$ cat config.mk
export PLATFORM = sky130hd
export DESIGN_NAME = gtxe2_chnl_cpll_lockdet
export DESIGN_NICKNAME = d
export VERILOG_FILES = /design/src/rtl/gtxe2_chnl_cpll_lockdet.sv
export SDC_FILE = /design/constraint.sdc
export NUM_CORES = 1
export LEC_CHECK = 0
export BUFFER_PORTS_ARGS = -buffer_cell sky130_fd_sc_hd__buf_2
export CAP_MARGIN = 5
export CORE_UTILIZATION = 46
export CTS_BUF_LIST = sky130_fd_sc_hd__clkbuf_4
export DETAILED_ROUTE_END_ITERATION = 7
export GPL_ROUTABILITY_DRIVEN = 0
export PLACE_DENSITY = 0.65
export SLEW_MARGIN = 20
export SYNTH_ARGS = -nofsm -noshare
export SYNTH_HDL_FRONTEND = slang
export SYNTH_SLANG_ARGS = --single-unit
$ cat constraint.sdc
create_clock -name CPLLLOCKDETCLK -period 5.5 [get_ports CPLLLOCKDETCLK]
set_clock_uncertainty 0.15 [all_clocks]
set_input_delay 0.275 -clock CPLLLOCKDETCLK [delete_from_list [all_inputs] [get_ports CPLLLOCKDETCLK]]
set_output_delay 0.275 -clock CPLLLOCKDETCLK [all_outputs]
set_load 0.01 [all_outputs]
$ cat src/rtl/gtxe2_chnl_cpll_lockdet.sv
// CPLL lock detector: compares synchronized ref/fb rising-edge counts over fixed windows.
// Optional macro GTXE2_CPLL_LOCKDET_STICKY_LOST_EN makes the lost flags sticky until reset.
module gtxe2_chnl_cpll_lockdet #(
  parameter int CPLL_REFCLK_DIV = 1,
  parameter int WINDOW_LOG2     = 6,
  parameter int TOLERANCE       = 2,
  parameter int LOCK_WINDOWS    = 3
) (
  input  logic CPLLLOCKDETCLK,
  input  logic CPLLRESET,
  input  logic CPLLLOCKEN,
  input  logic CPLLPD,
  input  logic ref_tick,
  input  logic fb_tick,
  output logic CPLLLOCK,
  output logic CPLLREFCLKLOST,
  output logic CPLLFBCLKLOST
);

  localparam int W  = WINDOW_LOG2;
  localparam int DW = WINDOW_LOG2 + 2;

  typedef enum logic [1:0] {IDLE, MEASURE, LOCKED} state_e;

  state_e         state_q, state_d;
  logic [2:0]     ref_sync_q, fb_sync_q;
  logic [W-1:0]   win_cnt_q, win_cnt_d;
  logic [W-1:0]   ref_cnt_q, ref_cnt_d;
  logic [W-1:0]   fb_cnt_q, fb_cnt_d;
  logic [3:0]     good_cnt_q, good_cnt_d;
  logic           armed_q, armed_d;
  logic           ref_lost_q, ref_lost_d;
  logic           fb_lost_q, fb_lost_d;

  logic           ref_rise, fb_rise;
  logic [W-1:0]   ref_tot, fb_tot;
  logic [DW-1:0]  fb_scaled;
  logic signed [DW-1:0] diff, diff_abs;
  logic           win_end, win_good, ref_none, fb_none;

  assign ref_rise = ref_sync_q[1] & ~ref_sync_q[2];
  assign fb_rise  = fb_sync_q[1] & ~fb_sync_q[2];

  always_ff @(posedge CPLLLOCKDETCLK or posedge CPLLRESET) begin
    if (CPLLRESET) begin
      state_q    <= IDLE;
      ref_sync_q <= '0;
      fb_sync_q  <= '0;
      win_cnt_q  <= '0;
      ref_cnt_q  <= '0;
      fb_cnt_q   <= '0;
      good_cnt_q <= '0;
      armed_q    <= 1'b0;
      ref_lost_q <= 1'b0;
      fb_lost_q  <= 1'b0;
    end else begin
      state_q    <= state_d;
      ref_sync_q <= {ref_sync_q[1:0], ref_tick};
      fb_sync_q  <= {fb_sync_q[1:0], fb_tick};
      win_cnt_q  <= win_cnt_d;
      ref_cnt_q  <= ref_cnt_d;
      fb_cnt_q   <= fb_cnt_d;
      good_cnt_q <= good_cnt_d;
      armed_q    <= armed_d;
      ref_lost_q <= ref_lost_d;
      fb_lost_q  <= fb_lost_d;
    end
  end

  // A pulse landing in the window-end cycle is folded into the closing window's totals.
  always_comb begin
    ref_tot   = ref_cnt_q + W'(ref_rise);
    fb_tot    = fb_cnt_q + W'(fb_rise);
    fb_scaled = DW'(fb_tot) * DW'(CPLL_REFCLK_DIV);
    diff      = $signed(DW'(ref_tot)) - $signed(fb_scaled);
    diff_abs  = diff[DW-1] ? -diff : diff;
    ref_none  = (ref_tot == '0);
    fb_none   = (fb_tot == '0);
    win_good  = !ref_none && !fb_none && (diff_abs <= $signed(DW'(TOLERANCE)));
    win_end   = (state_q != IDLE) && armed_q && (win_cnt_q == '1);
  end

  always_comb begin
    state_d    = state_q;
    win_cnt_d  = win_cnt_q;
    ref_cnt_d  = ref_cnt_q;
    fb_cnt_d   = fb_cnt_q;
    good_cnt_d = good_cnt_q;
    armed_d    = armed_q;
    ref_lost_d = ref_lost_q;
    fb_lost_d  = fb_lost_q;

    if (CPLLPD || !CPLLLOCKEN) begin
      state_d    = IDLE;
      win_cnt_d  = '0;
      ref_cnt_d  = '0;
      fb_cnt_d   = '0;
      good_cnt_d = '0;
      armed_d    = 1'b0;
    end else begin
      case (state_q)
        IDLE: begin
          state_d    = MEASURE;
          win_cnt_d  = '0;
          ref_cnt_d  = '0;
          fb_cnt_d   = '0;
          good_cnt_d = '0;
          armed_d    = 1'b0;
        end
        default: begin
          // The MEASURE entry cycle only arms the window; counting starts next cycle.
          if (!armed_q) begin
            armed_d = 1'b1;
          end else begin
            win_cnt_d = win_cnt_q + 1'b1;
            if (win_end) begin
              ref_cnt_d = '0;
              fb_cnt_d  = '0;
`ifdef GTXE2_CPLL_LOCKDET_STICKY_LOST_EN
              ref_lost_d = ref_lost_q | ref_none;
              fb_lost_d  = fb_lost_q | (!ref_none && fb_none);
`else
              ref_lost_d = ref_none;
              fb_lost_d  = !ref_none && fb_none;
`endif
              if (win_good) begin
                if (state_q == MEASURE) begin
                  good_cnt_d = good_cnt_q + 4'd1;
                  if (good_cnt_q + 4'd1 == 4'(LOCK_WINDOWS)) begin
                    state_d = LOCKED;
                  end
                end
              end else begin
                good_cnt_d = '0;
                state_d    = MEASURE;
              end
            end else begin
              ref_cnt_d = ref_tot;
              fb_cnt_d  = fb_tot;
            end
          end
        end
      endcase
    end
  end

  assign CPLLLOCK       = (state_q == LOCKED);
  assign CPLLREFCLKLOST = ref_lost_q;
  assign CPLLFBCLKLOST  = fb_lost_q;

endmodule
Word-level counts from Yosys, hierarchy flattened
Cells that the tools add are included.
{"block": "totals", "register_bits": 33, "input_bits": 6, "out_inout_bits": 3, "word_cells": 74}
{"block": "classes", "addsub": 6, "order_cmp": 1, "eq_ne": 6, "n_mux": 27, "bitwise_logic": 6, "reduce_logical": 18}
{"cell": "$mux 6", "count": 11}
{"cell": "$mux 4", "count": 6}
{"cell": "$mux 2", "count": 7}
{"cell": "$add 6x1->6", "count": 2}
{"cell": "$logic_not 6->1", "count": 2}
{"cell": "$le 8x3->1 const B", "count": 1}
{"cell": "$mux 8", "count": 1}
{"cell": "$ne 4x1->1 const B", "count": 2}
{"cell": "$neg 7->8", "count": 1}
{"cell": "$reduce_and 4->1", "count": 2}
{"cell": "$sub 6x6->7", "count": 1}
{"cell": "$add 6x1->6 const B", "count": 1}
{"cell": "$eq 6x6->1 const B", "count": 1}
{"cell": "$reduce_bool 3->1", "count": 2}
{"cell": "$logic_and 1x1->1", "count": 5}
{"cell": "$add 4x1->4 const B", "count": 1}
{"cell": "$eq 4x2->1 const B", "count": 1}
{"cell": "$not 1->1", "count": 4}
{"cell": "$logic_not 1->1", "count": 3}
{"cell": "$reduce_and 3->1", "count": 1}
{"cell": "$and 1x1->1", "count": 2}
{"cell": "$eq 2x1->1 const B", "count": 1}
{"cell": "$eq 2x2->1 const B", "count": 1}
{"cell": "$logic_not 2->1", "count": 1}
{"cell": "3 further kinds", "count": 4}

Depth between registers and ports, before layout
Gate-level depths: netlist of run 1.
{"block": "logic_depth", "depth_word": 13, "mapped_depth": 15, "mapped_depth_nobuf": 14}

Least setup slack after synthesis of run 1
Ideal clock, no wire load.
{"block": "synth_timing", "kind": "register -> register", "from": "reg ref_sync_q[2]", "to": "reg good_cnt_q[0]", "setup_time_ns": 0.125, "arrival_ns": 3.719, "required_ns": 5.225, "setup_slack_ns": 1.506, "path_stages_with_launch": 16, "n_path_buf": 1, "cell_sequence": "dfrtp_1 nor2b_1 ha_1 nand3_1 nor2_1 xnor2_1 inv_1 ha_1 buf_1 nor3b_1 a311o_1 or3_1 a221oi_2 nand4b_4 a211oi_4 mux2_4"}
{"block": "synth_via", "elab_chain_len": 13, "word_cells_on_any_way": 18, "cone_classes": "3 x add/sub; 1 x order compare; 1 x eq/ne; 6 x mux; 2 x bitwise; 5 x reduce/logical"}
{"item": "from (decl)", "line": "26", "source": "logic [2:0] ref_sync_q, fb_sync_q;"}
{"item": "from (signal assigned)", "line": "58", "source": "ref_sync_q <= {ref_sync_q[1:0], ref_tick};"}
{"item": "$not 1->1 (*)", "line": "41", "source": "assign ref_rise = ref_sync_q[1] & ~ref_sync_q[2];"}
{"item": "$and 1x1->1 (*)", "line": "41"}
{"item": "$add 6x1->6 (*)", "line": "72", "source": "ref_tot = ref_cnt_q + W'(ref_rise);"}
{"item": "$sub 6x6->7", "line": "75", "source": "diff = $signed(DW'(ref_tot)) - $signed(fb_scaled);"}
{"item": "$neg 7->8", "line": "76", "source": "diff_abs = diff[DW-1] ? -diff : diff;"}
{"item": "$mux 8", "line": "76"}
{"item": "$le 8x3->1", "line": "79", "source": "win_good = !ref_none && !fb_none && (diff_abs <= $signed(DW'(TOLERANCE)));"}
{"item": "$logic_and 1x1->1 (*)", "line": "79"}
{"item": "$mux 4", "line": "126", "source": "if (win_good) begin"}
{"item": "$mux 4", "line": "116", "source": "if (win_end) begin"}
{"item": "$mux 4", "line": "112", "source": "if (!armed_q) begin"}
{"item": "$mux 4", "line": "101", "source": "case (state_q)"}
{"item": "$mux 4", "line": "93", "source": "if (CPLLPD || !CPLLLOCKEN) begin"}
{"item": "to (signal assigned)", "line": "63", "source": "good_cnt_q <= good_cnt_d;"}
{"item": "to (decl)", "line": "30", "source": "logic [3:0] good_cnt_q, good_cnt_d;"}
Every way passes the cells marked *; elsewhere a longest branch is shown, timed or not. The select of a mux whose other input is x is not followed.
A chain may end at the register's enable or synchronous reset.

Worst setup path after layout of run 1
{"block": "layout_timing", "from": "reg ref_sync_q[1]", "to": "reg good_cnt_q[0]"}
{"block": "layout_via", "elab_chain_len": 12, "word_cells_on_any_way": 17, "cone_classes": "3 x add/sub; 1 x order compare; 1 x eq/ne; 6 x mux; 1 x bitwise; 5 x reduce/logical"}
{"item": "$and 1x1->1 (*)", "line": "41"}
{"item": "$add 6x1->6 (*)", "line": "72"}
{"item": "$sub 6x6->7", "line": "75"}
{"item": "$neg 7->8", "line": "76"}
{"item": "$mux 8", "line": "76"}
{"item": "$le 8x3->1", "line": "79"}
{"item": "$logic_and 1x1->1 (*)", "line": "79"}
{"item": "$mux 4", "line": "126"}
{"item": "$mux 4", "line": "116"}
{"item": "$mux 4", "line": "112"}
{"item": "$mux 4", "line": "101"}
{"item": "$mux 4", "line": "93"}
Marks and branches as above.

==> impl_metrics.env, run 1 <==
export IMPL_outcome="complete, no violations"
export IMPL_cts_tree="built"
export IMPL_regArea_um2=825.8
export IMPL_yosysUniqueCellTypes=52
export IMPL_layout_drive_gt1_share_pct=13.10
export IMPL_fp_dieW_um=70.16
export IMPL_worst_setup_path_end_kind="flip-flop"
export IMPL_cts_num_sinks=33
export IMPL_yosysWarnings=0
export IMPL_multiInputGateArea_um2=1259
export IMPL_worst_pin_slew_ns=0.7770
export IMPL_slew_headroom_pct=48.01
export IMPL_syn_nets=233
export IMPL_yosysTopAreaCellShare_pct=38.64
export IMPL_port_buffers=8
export IMPL_reg2reg_slack_ns=1.28
export IMPL_cts_buffers_inserted=5
export IMPL_mostFrequentLayoutCell="dfrtp_1"
export IMPL_root_buffer="clkbuf_4"
export IMPL_grt_met2_usage_pct=30.13
export IMPL_worstPathRequired_ns=5.59
export IMPL_fill_cells=410
export IMPL_post_route_min_period_ns=4.220
export IMPL_cts_clk_slew_worst_paths_ns=0.12
export IMPL_path_class="reg -> reg"
export IMPL_pwr_share_comb_pct=8.5
export IMPL_initial_utilization_pct=48.41
export IMPL_avgSynthCellArea_um2=9.986
export IMPL_synth_top_area_cell="dfrtp_1"
export IMPL_synth_area_leaders="dfrtp_1 39%, ha_1 7.6%, xor2_1 5.7%"
export IMPL_io_pins=9
export IMPL_drt_antenna_violating_nets=0
export IMPL_synth_flop_cell="dfrtp_1"
export IMPL_drt_iter0_markers=39
export IMPL_fp_row_count=24
export IMPL_grt_util_met1_pct=21.63
export IMPL_wl_mm=3.809
export IMPL_viasPerCell=5.505
export IMPL_hold_violations=0
export IMPL_grt_pass1_wl_mm=6.893
export IMPL_dpl_hpwl_mm=2.835
export IMPL_pwr_share_clk_pct=32.4
export IMPL_grt_pass1_vias=1564
export IMPL_avgRoutedWirePerCell_um=13.56
export IMPL_n_antenna_cell=0
export IMPL_clk_latency_ns=0.34
export IMPL_track_usage_pct=17.41
export IMPL_grt_busiest_layer="met2"
export IMPL_cts_path_max_buffers=2
export IMPL_async_reset_ff_share_pct=100.0
export IMPL_synth_edf_count=0
export IMPL_arrival_ns=4.31
export IMPL_cts_resized=0
export IMPL_finalCoreUtilization_pct=52.47
export IMPL_rsz0062_at_grt="no"
export IMPL_overflow=0
export IMPL_synth_cells=214
export IMPL_h_tree_depth=2
export IMPL_pwr_share_seq_pct=59.0
export IMPL_remaining_drc_errors=0
export IMPL_vias=1547
export IMPL_fin_crit_sh_pct=76.72
export IMPL_dr_pass1_iters=5
export IMPL_antenna_found_initial=0
export IMPL_ys_seq_elements=33
export IMPL_vdd_drop_max_v=0.0001651
export IMPL_p_switching_uw=110.3
export IMPL_worst_setup_path_start_kind="flip-flop"
export IMPL_critical_path_max_fanout=7
export IMPL_synthToLayoutAreaGrowth_pct=8.372
export IMPL_met3_usage_pct=4.329
export IMPL_fmax_ghz=0.2370
export IMPL_synth_area_um2=2137
export IMPL_coreArea_um2=4414
export IMPL_hold_class="reg -> reg"
export IMPL_final_nets=247
export IMPL_yosysSeqAreaShare_pct=38.64
export IMPL_fin_tns_setup_ns=0
export IMPL_netSwitchingFraction_pct=26.36
export IMPL_drv_slew=0
export IMPL_cellPowerDensity_nw_per_um2=180.7
export IMPL_layout_common_cells="33 x dfrtp_1, 20 x nor2_1, 16 x nand2_1"
export IMPL_fp_dieH_um=70.16
export IMPL_maxCapViolCount=0
export IMPL_holdBufCountCts=3
export IMPL_power_internal_uw=308.1
export IMPL_grt_max_degree=34
export IMPL_die_area_um2=4922
export IMPL_setup_viol=0
export IMPL_post_cts_buffers=0
export IMPL_p_leak_nw=1.033
-- cell families after synthesis --
kind of cell / synth area share (%)
flip-flops: 38.64
AO/OA/AOI/OAI: 16.57
multiplexers: 3.161
XOR/XNOR: 13.06
buffers and inverters: 2.459
AND/OR/NAND/NOR: 18.03
adder cells (fa/ha/maj): 8.080
-- worst max-delay path, cell delays in order, from the launching register on --
cell and delay, ns:
dfrtp_1 0.36, nor2b_1 0.20, ha_1 0.26, nand3_1 0.13
xor2_1 0.35, inv_1 0.08, ha_1 0.33, a31oi_2 0.15
o21ai_2 0.11, a311o_1 0.42, or3_1 0.41, a221oi_2 0.31
nand4b_4 0.19, a211oi_4 0.36, mux2_4 0.32
-- final timing paths --
check,startpoint,end,cells past startpoint
max,ref_sync_q[1],good_cnt_q[0],14
min,fb_sync_q[0],fb_sync_q[1],0
max reg2reg,ref_sync_q[1],good_cnt_q[0],14
min reg2reg,fb_sync_q[0],fb_sync_q[1],0
max in group asynchronous,CPLLRESET,fb_cnt_q[3],4
min in group asynchronous,CPLLRESET,ref_cnt_q[0],4
-- state kept, by name, indices dropped and copies added (netlist names) --
| name | flops |
|---|---|
| fb_cnt_q | 6 |
| ref_cnt_q | 6 |
| win_cnt_q | 6 |
| good_cnt_q | 4 |
| fb_sync_q | 3 |
| ref_sync_q | 3 |
| state_q | 2 |
| CPLLFBCLKLOST | 1 |
| CPLLREFCLKLOST | 1 |
| armed_q | 1 |
-- metal layers --
layer / routed length [um] / share of wire (%) / vias to the layer above
li1: - / - / 788
met1: 1780 / 47 / 739
met2: 1881 / 49 / 16
met3: 124 / 3.3 / 4
met4: 23 / 0.60 / 0
met5: 0 / 0 / -
-- stage by stage --
stage	setup WS (ns)	hold WS, ns	cells	instance area, um^2	power [mW]
floorplan	1.506	0.1564	214	2137	0.2780
global placement	1.369	0.1841	270	2231	0.2862
detailed placement	1.269	0.1847	270	2231	0.2864
CTS	1.254	0.1989	281	2316	0.4255
global route	0.9395	0.2202	281	2316	0.4397
finish	1.280	0.2053	281	2316	0.4184
-- cell usage after synthesis, types with 4 or more instances --
library cell / n
nand3_1: 12
o21ai_0: 11
nor2_1: 20
a211oi_1: 4
xor2_1: 14
nand2_1: 16
clkbuf_1: 4
nor3_1: 4
ha_1: 13
nand2b_1: 4
nor2b_1: 5
a22o_1: 4
dfrtp_1: 33
a21oi_1: 4
inv_1: 9
xnor2_1: 9
-- power groups by stage --
stage	clock [mW]	combinational (mW)	sequential [mW]
after global placement	0	0.0344	0.252
after global routing	0.152	0.0406	0.247
final	0.136	0.0357	0.247
after floorplan	0	0.0270	0.251
after CTS	0.142	0.0363	0.247
after detailed placement	0	0.0346	0.252
-- cell type report --
| cell class | instances | area share (%) |
|---|---|---|
| multi-input cells | 167 | 54.35 |
| flip-flops and latches | 33 | 35.66 |
| repair buffers | 12 | 3.350 |
| well taps | 52 | 2.809 |
| clock buffers | 5 | 1.621 |
| inverters | 9 | 1.459 |
| clock inverters | 3 | 0.7563 |
No activity file was read; power rests on OpenSTA's default activity.
==> run 2, diff against run 1 <==
==> constraint.sdc (replaced) <==
create_clock -name CPLLLOCKDETCLK -period 3.9 [get_ports CPLLLOCKDETCLK]
set_clock_uncertainty 0.15 [all_clocks]
set_input_delay 0.195 -clock CPLLLOCKDETCLK [delete_from_list [all_inputs] [get_ports CPLLLOCKDETCLK]]
set_output_delay 0.195 -clock CPLLLOCKDETCLK [all_outputs]
set_load 0.01 [all_outputs]
==> run 2 against run 1 <==
Effect of this change: global-route usage is 0.76 points higher; critical path depth is 1 lower; critical endpoint unchanged; fmax is 13% higher; sequential share of layout area is 3.6 points lower; final cell count is 4.6% higher; via count is 4.1% higher; combinational power is 65% higher; largest cell class unchanged; design area is 11% higher; non-clock buffer count is 13 higher.
==> impl_metrics.env, run 2 (synthesized netlist as in run 1, its figures left out) <==
export IMPL_io_pins=9
export IMPL_overflow=0
export IMPL_cts_num_sinks=33
export IMPL_viasPerCell=5.476
export IMPL_fp_row_count=24
export IMPL_fp_dieH_um=70.16
export IMPL_final_nets=260
export IMPL_slew_headroom_pct=46.22
export IMPL_arrival_ns=3.80
export IMPL_fmax_ghz=0.2688
export IMPL_reg_top3="fb_cnt_q (6), ref_cnt_q (6), win_cnt_q (6)"
export IMPL_vdd_drop_max_v=0.0002030
export IMPL_drt_iter0_markers=61
export IMPL_dr_pass1_iters=4
export IMPL_remaining_drc_errors=0
export IMPL_synthToLayoutAreaGrowth_pct=20.67
export IMPL_initial_utilization_pct=48.41
export IMPL_worst_setup_path_start_kind="flip-flop"
export IMPL_grt_pass1_vias=1598
export IMPL_hold_class="in -> reg"
export IMPL_maxCapViolCount=0
export IMPL_worst_hold_slack_ns=0.1494
export IMPL_layout_drive_gt1_share_pct=26.86
export IMPL_avgRoutedWirePerCell_um=13.89
export IMPL_fp_dieW_um=70.16
export IMPL_cellPowerDensity_nw_per_um2=236.0
export IMPL_worst_pin_slew_ns=0.8037
export IMPL_hold_violations=0
export IMPL_dpl_hpwl_mm=2.925
export IMPL_mostFrequentLayoutCell="dfrtp_1"
export IMPL_track_usage_pct=18.17
export IMPL_cts_clk_slew_worst_paths_ns=0.11
export IMPL_cts_buffers_inserted=5
export IMPL_port_buffers=8
export IMPL_coreArea_um2=4414
export IMPL_multiInputGateArea_um2=1419
export IMPL_fill_cells=374
export IMPL_cts_path_max_buffers=2
export IMPL_n_antenna_cell=0
export IMPL_drv_slew=0
export IMPL_outcome="complete, no violations"
export IMPL_wl_mm=4.085
export IMPL_root_buffer="clkbuf_4"
export IMPL_path_class="reg -> reg"
export IMPL_drt_antenna_violating_nets=0
export IMPL_p_total_uw=608.7
export IMPL_vias=1610
export IMPL_fin_crit_sh_pct=95.39
export IMPL_worst_setup_path_end_kind="flip-flop"
export IMPL_grt_max_degree=34
export IMPL_post_route_min_period_ns=3.720
export IMPL_h_tree_depth=2
export IMPL_setup_viol=0
export IMPL_critical_path_max_fanout=6
export IMPL_regArea_um2=825.8
export IMPL_p_leak_nw=1.092
export IMPL_layout_common_cells="33 x dfrtp_1, 18 x nor2_1, 16 x nand2_1"
export IMPL_die_area_um2=4922
export IMPL_cts_tree="built"
export IMPL_grt_pass1_wl_mm=7.134
export IMPL_clk_latency_ns=0.33
export IMPL_antenna_found_initial=0
export IMPL_worstPathRequired_ns=3.98
[run 2: routing by layer]
layer	up-vias	track usage [%]	share of wire, %
met3	5	4.762	3.0
met5	-	0	0
met1	785	23.35	46
li1	804	-	-
met4	0	4.000	0.91
met2	16	30.66	50
[run 2: final cells by class]
cell class,instances,share of cell area (%)
clock buffers,7,2.038
clock inverters,1,0.2911
inverters,9,1.310
multi-input cells,167,55.02
flip-flops and latches,33,32.02
well taps,52,2.523
repair buffers,25,6.793
[run 2: report_power, final]
part / total, mW / internal [mW] / switching (mW)
clock: 0.201 / 0.0850 / 0.116
combinational: 0.0590 / 0.0257 / 0.0333
sequential: 0.349 / 0.346 / 0.00280
total: 0.609 / 0.457 / 0.152
[run 2: stage by stage]
stage,TNS [ns],utilization (%),worst slack (ns),cell area [um^2],cells
finish,0,58.42,0.1800,2579,294
global route,-0.008703,58.42,-0.008703,2579,294
CTS,0,53.83,0.02369,2376,288
detailed placement,0,51.79,0.04552,2286,277
global placement,0,51.79,0.1014,2286,277
floorplan,0,-,0.01057,2140,214
[run 2: worst paths after layout]
path                               from             to  slack (ns)  cells after the start
max in group asynchronous     CPLLRESET   win_cnt_q[3]        2.98                      4
min in group asynchronous     CPLLRESET   ref_cnt_q[5]        0.33                      4
max reg2reg                fb_sync_q[1]  good_cnt_q[0]        0.18                     13
min                          CPLLLOCKEN     state_q[1]        0.15                      3
max                        fb_sync_q[1]  good_cnt_q[0]        0.18                     13
min reg2reg                fb_sync_q[0]   fb_sync_q[1]        0.21                      0
[run 2: timing repair]
action / CTS / global route
hold buffers: 3 / 0
buffers inserted: 0 / 6
gates resized for setup: 0 / 25
setup endpoints to repair: 0 / 4
hold endpoints to repair: 35 / 0
[run 2: critical path, cell delays in order, from the launching register on]
cell      delay [ns]
dfrtp_1         0.38
nor2b_2         0.16
ha_2            0.18
ha_4            0.27
xnor3_1         0.24
ha_2            0.20
a21oi_4         0.16
o21ai_2         0.09
a311o_1         0.28
or3_4           0.40
a221oi_4        0.29
nand4b_4        0.19
a211oi_4        0.31
mux2_4          0.32
